===== src/rtl/wb_commit_arbiter_pkg.sv =====
// Shared types and sizing for the writeback commit arbiter slice.
// Mirrors the id/physical-register/commit types used by the surrounding core.
package wb_commit_arbiter_pkg;

    localparam int unsigned MAX_IDS               = 8;
    localparam int unsigned LOG2_MAX_IDS          = $clog2(MAX_IDS);
    localparam int unsigned MAX_POSSIBLE_REG_BITS = 32;

    typedef logic [LOG2_MAX_IDS-1:0] id_t;
    typedef logic [5:0]              phys_addr_t;

    typedef struct packed {
        logic                             valid;
        id_t                              id;
        phys_addr_t                       phys_addr;
        logic [MAX_POSSIBLE_REG_BITS-1:0] data;
    } commit_packet_t;

endpackage


===== src/rtl/wb_commit_arbiter_rr_priority_select.sv =====
// Round-robin priority select: first asserted request at or after ptr, wrapping.
// Generic over N so other shared-resource arbiters can reuse it.
module rr_priority_select #(
    parameter int unsigned N = 4,
    localparam int unsigned IW = (N > 1) ? $clog2(N) : 1
) (
    input  logic [N-1:0]  requests,
    input  logic [IW-1:0] ptr,
    output logic [N-1:0]  grant,
    output logic [IW-1:0] grant_idx,
    output logic          grant_valid
);

    logic [IW:0]   sum;
    logic [IW-1:0] idx;

    always_comb begin
        grant       = '0;
        grant_idx   = '0;
        grant_valid = 1'b0;
        sum         = '0;
        idx         = '0;
        for (int unsigned i = 0; i < N; i++) begin
            // ptr < N and i < N, so one conditional subtract performs the wrap
            sum = {1'b0, ptr} + (IW+1)'(i);
            if (sum >= (IW+1)'(N)) begin
                sum = sum - (IW+1)'(N);
            end
            idx = sum[IW-1:0];
            if (!grant_valid && requests[idx]) begin
                grant_valid = 1'b1;
                grant_idx   = idx;
                grant[idx]  = 1'b1;
            end
        end
    end

endmodule


===== src/rtl/wb_commit_arbiter.sv =====
// Round-robin arbitration of unit writebacks onto the single register-file
// commit port, translating winning ids to physical registers via the issue table.
module wb_commit_arbiter
    import wb_commit_arbiter_pkg::*;
#(
    parameter int unsigned NUM_UNITS  = 4,
    parameter int unsigned DATA_WIDTH = MAX_POSSIBLE_REG_BITS
) (
    input  logic                  clk,
    input  logic                  rst,
    input  logic                  issue_valid,
    input  id_t                   issue_id,
    input  phys_addr_t            issue_phys_addr,
    input  logic                  issue_uses_rd,
    input  logic [NUM_UNITS-1:0]  unit_valid,
    input  id_t                   unit_id   [NUM_UNITS],
    input  logic [DATA_WIDTH-1:0] unit_data [NUM_UNITS],
    output logic [NUM_UNITS-1:0]  unit_ack,
    input  logic                  writeback_suppress,
    output commit_packet_t        commit,
    output logic                  wb_conflict
);

    localparam int unsigned PTR_W = (NUM_UNITS > 1) ? $clog2(NUM_UNITS) : 1;

    phys_addr_t tbl_phys    [MAX_IDS];
    logic       tbl_uses_rd [MAX_IDS];

    logic [MAX_IDS-1:0] pending_q, pending_d;
    logic [PTR_W-1:0]   rr_ptr_q, rr_ptr_d;
    commit_packet_t     commit_q, commit_d;
    logic               conflict_q, conflict_d;

    logic [NUM_UNITS-1:0] requests;
    logic [PTR_W-1:0]     grant_idx;
    logic                 grant_valid;
    id_t                  win_id;

    assign requests = unit_valid & {NUM_UNITS{~writeback_suppress}};

    rr_priority_select #(.N(NUM_UNITS)) u_select (
        .requests    (requests),
        .ptr         (rr_ptr_q),
        .grant       (unit_ack),
        .grant_idx   (grant_idx),
        .grant_valid (grant_valid)
    );

    assign win_id = unit_id[grant_idx];

    // Table payload has no reset so it can map onto distributed RAM
    always_ff @(posedge clk) begin
        if (issue_valid) begin
            tbl_phys[issue_id]    <= issue_phys_addr;
            tbl_uses_rd[issue_id] <= issue_uses_rd;
        end
    end

    always_comb begin
        pending_d      = pending_q;
        rr_ptr_d       = rr_ptr_q;
        commit_d       = commit_q;
        commit_d.valid = 1'b0;
        conflict_d     = ($countones(unit_valid) > 1) && !writeback_suppress;

        if (grant_valid) begin
            commit_d.valid     = tbl_uses_rd[win_id] & pending_q[win_id];
            commit_d.id        = win_id;
            commit_d.phys_addr = tbl_phys[win_id];
            commit_d.data      = MAX_POSSIBLE_REG_BITS'(unit_data[grant_idx]);
            pending_d[win_id]  = 1'b0;
            rr_ptr_d = (grant_idx == PTR_W'(NUM_UNITS - 1)) ? '0 : grant_idx + 1'b1;
        end
        // Issue after writeback clear: a same-id collision is illegal anyway
        if (issue_valid) begin
            pending_d[issue_id] = 1'b1;
        end
    end

    always_ff @(posedge clk or posedge rst) begin
        if (rst) begin
            pending_q  <= '0;
            rr_ptr_q   <= '0;
            commit_q   <= '0;
            conflict_q <= 1'b0;
        end else begin
            pending_q  <= pending_d;
            rr_ptr_q   <= rr_ptr_d;
            commit_q   <= commit_d;
            conflict_q <= conflict_d;
        end
    end

    assign commit      = commit_q;
    assign wb_conflict = conflict_q;

endmodule


===== config.mk =====
export PLATFORM = sky130hd
export DESIGN_NAME = wb_commit_arbiter
export DESIGN_NICKNAME = d
export VERILOG_FILES = /design/src/rtl/wb_commit_arbiter_pkg.sv /design/src/rtl/wb_commit_arbiter_rr_priority_select.sv /design/src/rtl/wb_commit_arbiter.sv
export SDC_FILE = /design/constraint.sdc
export NUM_CORES = 1
export LEC_CHECK = 0
export ABC_AREA = 1
export CORE_ASPECT_RATIO = 2
export CORE_MARGIN = 2
export CORE_UTILIZATION = 40
export CTS_CLUSTER_DIAMETER = 30
export CTS_CLUSTER_SIZE = 8
export DETAILED_ROUTE_END_ITERATION = 8
export GPL_TIMING_DRIVEN = 0
export HOLD_SLACK_MARGIN = 0.02
export PLACE_DENSITY = 0.72
export SETUP_SLACK_MARGIN = 0.02
export SLEW_MARGIN = 0
export SYNTH_ARGS = -nofsm -noshare
export SYNTH_HDL_FRONTEND = slang
export SYNTH_SLANG_ARGS = --single-unit

===== constraint.sdc =====
create_clock -name clk -period 3.1 [get_ports clk]
set_input_delay 0.62 -clock clk [delete_from_list [all_inputs] [get_ports clk]]
set_output_delay 0.62 -clock clk [all_outputs]
set_load 0.005 [all_outputs]

==> metrics.txt <==
# TYPE chip_impl_metric gauge
chip_impl_metric{name="post_drt_wl_per_cell",unit="um"} 17.3
chip_impl_metric{name="slowest_stage_delay_cp",unit="ns"} 0.54
chip_impl_info{name="kind_of_start_point_of_the_critical_path",value="primary input"} 1
chip_impl_metric{name="floorplan.initialDensity",unit=""} 0.409
chip_impl_metric{name="syn_avg_cell_area",unit="sq um"} 8.00
chip_impl_metric{name="postSynthRegisterBits",unit=""} 109
chip_impl_metric{name="fp.dieArea",unit="sq um"} 16300
chip_impl_metric{name="clkSlewWorstSetupHoldPaths",unit="ns"} 0.08
chip_impl_metric{name="max_freq",unit="MHz"} 347
chip_impl_metric{name="dr.pass1.iters",unit=""} 5
chip_impl_metric{name="finalCritPeriodShare",unit=""} 0.931
chip_impl_info{name="end_kind",value="register"} 1
chip_impl_info{name="unrepaired_setup_endpoints_after_global_routing",value="no"} 1
chip_impl_info{name="synth.top_cells.by_count",value="nor2_1, nand2_1, inv_1"} 1
chip_impl_metric{name="synth_async_sr_flop_share",unit=""} 0.486
chip_impl_metric{name="cts_htree_levels",unit=""} 3
chip_impl_info{name="cp_cell_instances",value="clkdlybuf4s50_1, nand3_2, nand3_2, nand2_4, buf_4, nand3_1, nand3_1, nand2_2, buf_6, nand2_1, nand3_1, nand2_1, nor2_4, inv_1, o21ai_1, o21ai_0"} 1
chip_impl_metric{name="finalNonFillerCells",unit=""} 1190
chip_impl_info{name="yosys.area.top_type",value="edfxtp_1"} 1
chip_impl_metric{name="finish.utilization",unit=""} 0.598
chip_impl_metric{name="grt_pass1_wl",unit="um"} 31000
chip_impl_metric{name="grt.total_usage",unit=""} 0.250
chip_impl_metric{name="core_area",unit="sq um"} 14900
chip_impl_metric{name="cts_sinks",unit=""} 109
chip_impl_metric{name="tritoncts.num_buffers",unit=""} 9
chip_impl_metric{name="timing_max_transition_violations_final",unit=""} 0
chip_impl_metric{name="gp_routability_congestion",unit=""} 0.839
chip_impl_metric{name="critPathRequiredTime",unit="ns"} 3.33
chip_impl_metric{name="drive_gt1_frac",unit=""} 0.0985
chip_impl_metric{name="max_slew_margin",unit=""} 0.412
chip_impl_metric{name="clock_tree.buffer_depth",unit=""} 2
chip_impl_metric{name="timing.final.hold_violations",unit=""} 0
chip_impl_metric{name="areaGrowthSynthToFinish",unit="%"} 46.1
chip_impl_metric{name="worstMarginPinSlew",unit="ns"} 0.879
chip_impl_metric{name="drt-initial-drc-count",unit=""} 259
chip_impl_metric{name="synth.distinct_cells",unit=""} 29
chip_impl_metric{name="worstSkewPairLatency",unit="ns"} 0.36
chip_impl_metric{name="number_of_top_level_design_ports",unit=""} 205
chip_impl_metric{name="post-place-cells",unit=""} 1162
chip_impl_metric{name="cts-hold-fix-buffers",unit=""} 0
chip_impl_metric{name="die_height",unit="um"} 179
chip_impl_metric{name="netlist.area_leader.share",unit=""} 0.276
chip_impl_metric{name="route.detailed.drc",unit=""} 0
chip_impl_metric{name="numPortBuffers",unit=""} 204
chip_impl_metric{name="syn_area",unit="sq um"} 6100
chip_impl_metric{name="netlist_instances",unit=""} 762
chip_impl_metric{name="count_of_inserted_antenna_diode_cells",unit=""} 0
chip_impl_metric{name="vias_per_cell",unit=""} 4.96
chip_impl_metric{name="nets_final",unit=""} 1153
chip_impl_info{name="outcome",value="complete, no violations"} 1
chip_impl_metric{name="worstPathBufferInverterCount",unit=""} 4
chip_impl_info{name="worstSetupPathType",value="primary input to register"} 1
chip_impl_metric{name="grt_max_degree",unit=""} 38
chip_impl_metric{name="finalSetupViolations",unit=""} 0
chip_impl_metric{name="initial_antenna_violation_count",unit=""} 0
chip_impl_metric{name="synth.yosys.warnings",unit=""} 0
chip_impl_metric{name="drt.antenna.violating_nets",unit=""} 0
chip_impl_metric{name="maxcap_violations",unit=""} 0
chip_impl_metric{name="via_count_of_the_first_global_routing_pass",unit=""} 5845
chip_impl_metric{name="synth_seq_area_share",unit=""} 0.493
chip_impl_metric{name="synth_enable_flop_cells",unit=""} 56
chip_impl_metric{name="crit_path_max_fanout",unit=""} 10
chip_impl_info{name="yosys-top-cells-area",value="edfxtp_1, dfrtp_1, nor2_1, nand2_1, o21ai_0"} 1
chip_impl_info{name="hold_class",value="register to register"} 1
chip_impl_info{name="tritoncts",value="yes"} 1
chip_impl_info{name="cts_root_buf",value="clkbuf_16"} 1
chip_impl_metric{name="fin_crit",unit="ns"} 2.89
chip_impl_metric{name="die_w",unit="um"} 91.3
chip_impl_metric{name="global_route.overflow_total",unit=""} 0
chip_impl_metric{name="vias",unit=""} 5904
chip_impl_metric{name="num_rows",unit=""} 63
chip_impl_metric{name="detail_route.wirelength",unit="um"} 20600
chip_impl_info{name="synthFlopType",value="edfxtp_1"} 1
chip_impl_info{name="critical_path.slowest_cell",value="clkdlybuf4s50_1"} 1
chip_impl_metric{name="summed_negative_setup_slack_over_all_endpoints",unit="ns"} 0
chip_impl_info{name="cp_common_cell",value="nand3_1"} 1
chip_impl_metric{name="timing.clock.skew",unit="ns"} 0.0118
chip_impl_metric{name="crit_arrival",unit="ns"} 3.11
chip_impl_info{name="post-synth-top-count-cell",value="nor2_1"} 1
chip_impl_info{name="cp_top_family",value="simple AND/OR/NAND/NOR gates"} 1
chip_impl_metric{name="mappedNetlistNets",unit=""} 925
chip_impl_metric{name="post-dp-hpwl",unit="um"} 15900
-- through the flow --
step	hold slack (ns)	cell area, sq um	setup WS [ns]
final	0.493	8900	0.215
after CTS	0.494	8800	-0.0629
after floorplan	0.458	6100	0.565
after global routing	0.518	8900	0.0208
after detailed placement	0.474	8400	-0.276
after global placement	0.468	8380	-0.238
-- logic make-up (layout without fill, tap and decap cells) --
| group | count (synthesis) | after routing | share of synthesized area |
|---|---|---|---|
| DFF | 109 | 109 | 0.493 |
| buffers and inverters | 117 | 349 | 0.0848 |
| AOI/OAI and AO/OA | 133 | 133 | 0.118 |
| adders and majority gates | 5 | 5 | 0.0115 |
| and+or+nand+nor | 398 | 399 | 0.293 |
-- path summary, 6_finish.rpt --
path,end,depth (start not counted),slack [ns],from
setup / recovery,pending_q[7]$_DFF_PP0_,16,0.21,unit_valid[2]
hold / removal,commit[40]$_DFFE_PP0N_,2,0.49,commit[40]$_DFFE_PP0N_
setup reg to reg,commit[36]$_DFFE_PP0N_,17,0.32,rr_ptr_q[1]$_DFFE_PP0N_
hold reg to reg,commit[40]$_DFFE_PP0N_,2,0.49,commit[40]$_DFFE_PP0N_
max in group asynchronous,commit[32]$_DFFE_PP0N_,3,1.96,rst
min in group asynchronous,commit[29]$_DFFE_PP0N_,2,0.57,rst
-- cell type report --
type,count,area [sq um]
Buffer,36,216
Clock buffer,9,225
Clock inverter,7,100
Fill cell,1364,5990
Inverter,81,318
Multi-Input combinational cell,537,2630
Sequential cell,109,3010
Tap cell,195,244
Timing Repair Buffer,216,2160
-- flip-flops by register name, indices dropped and copies added (netlist names) --
| name | cells |
|---|---|
| wb_conflict | 1 |
| pending_q | 8 |
| tbl_uses_rd | 8 |
| tbl_phys | 48 |
| commit | 42 |
| rr_ptr_q | 2 |
-- placed cells by master, fill, tap and decap left out, drive strengths merged --
master         instances
fa                     1
a22oi                  1
nand4                  5
o21ai                 87
a21oi                  9
clkinv                 4
bufinv                 1
dlygate4sd2            2
edfxtp                56
nand2                119
nand3                 68
clkinvlp               1
clkdlybuf4s50        196
nor2                 207
o22ai                  4
clkbuf                27
buf                   30
dfrtp                 53
ha                     4
a31oi                 32
dlymetal6s2s           6
inv                   82
-- repair_timing --
item	4_1_cts	5_1_grt
resized for setup	13	23
endpoints found under the hold margin	0	0
pin swaps	2	3
gates cloned	1	0
buffers inserted	5	6
endpoints found under the setup margin	33	41
-- metal layers --
layer | global-route usage | routed length, um
met1 | 0.252 | 7300
met2 | 0.508 | 11900
met3 | 0.0313 | 751
met4 | 0.0922 | 596
met5 | 0 | 0
-- worst register-to-register path, cell delays in order, from the launching register on --
cell	delay [ns]
dfrtp_2	0.44
inv_4	0.11
ha_4	0.22
inv_1	0.10
nand3_2	0.14
nand2_4	0.13
buf_4	0.14
nand4_4	0.16
nand3_2	0.16
nand2_1	0.07
nand3_1	0.14
nand2_4	0.12
nor2_4	0.18
clkinvlp_4	0.22
nor2_1	0.13
nor2_1	0.07
nor2_1	0.11
nor2_1	0.05
Power is not shown: default switching activity piles up to over one toggle a cycle in this logic, so the estimate is an artifact.
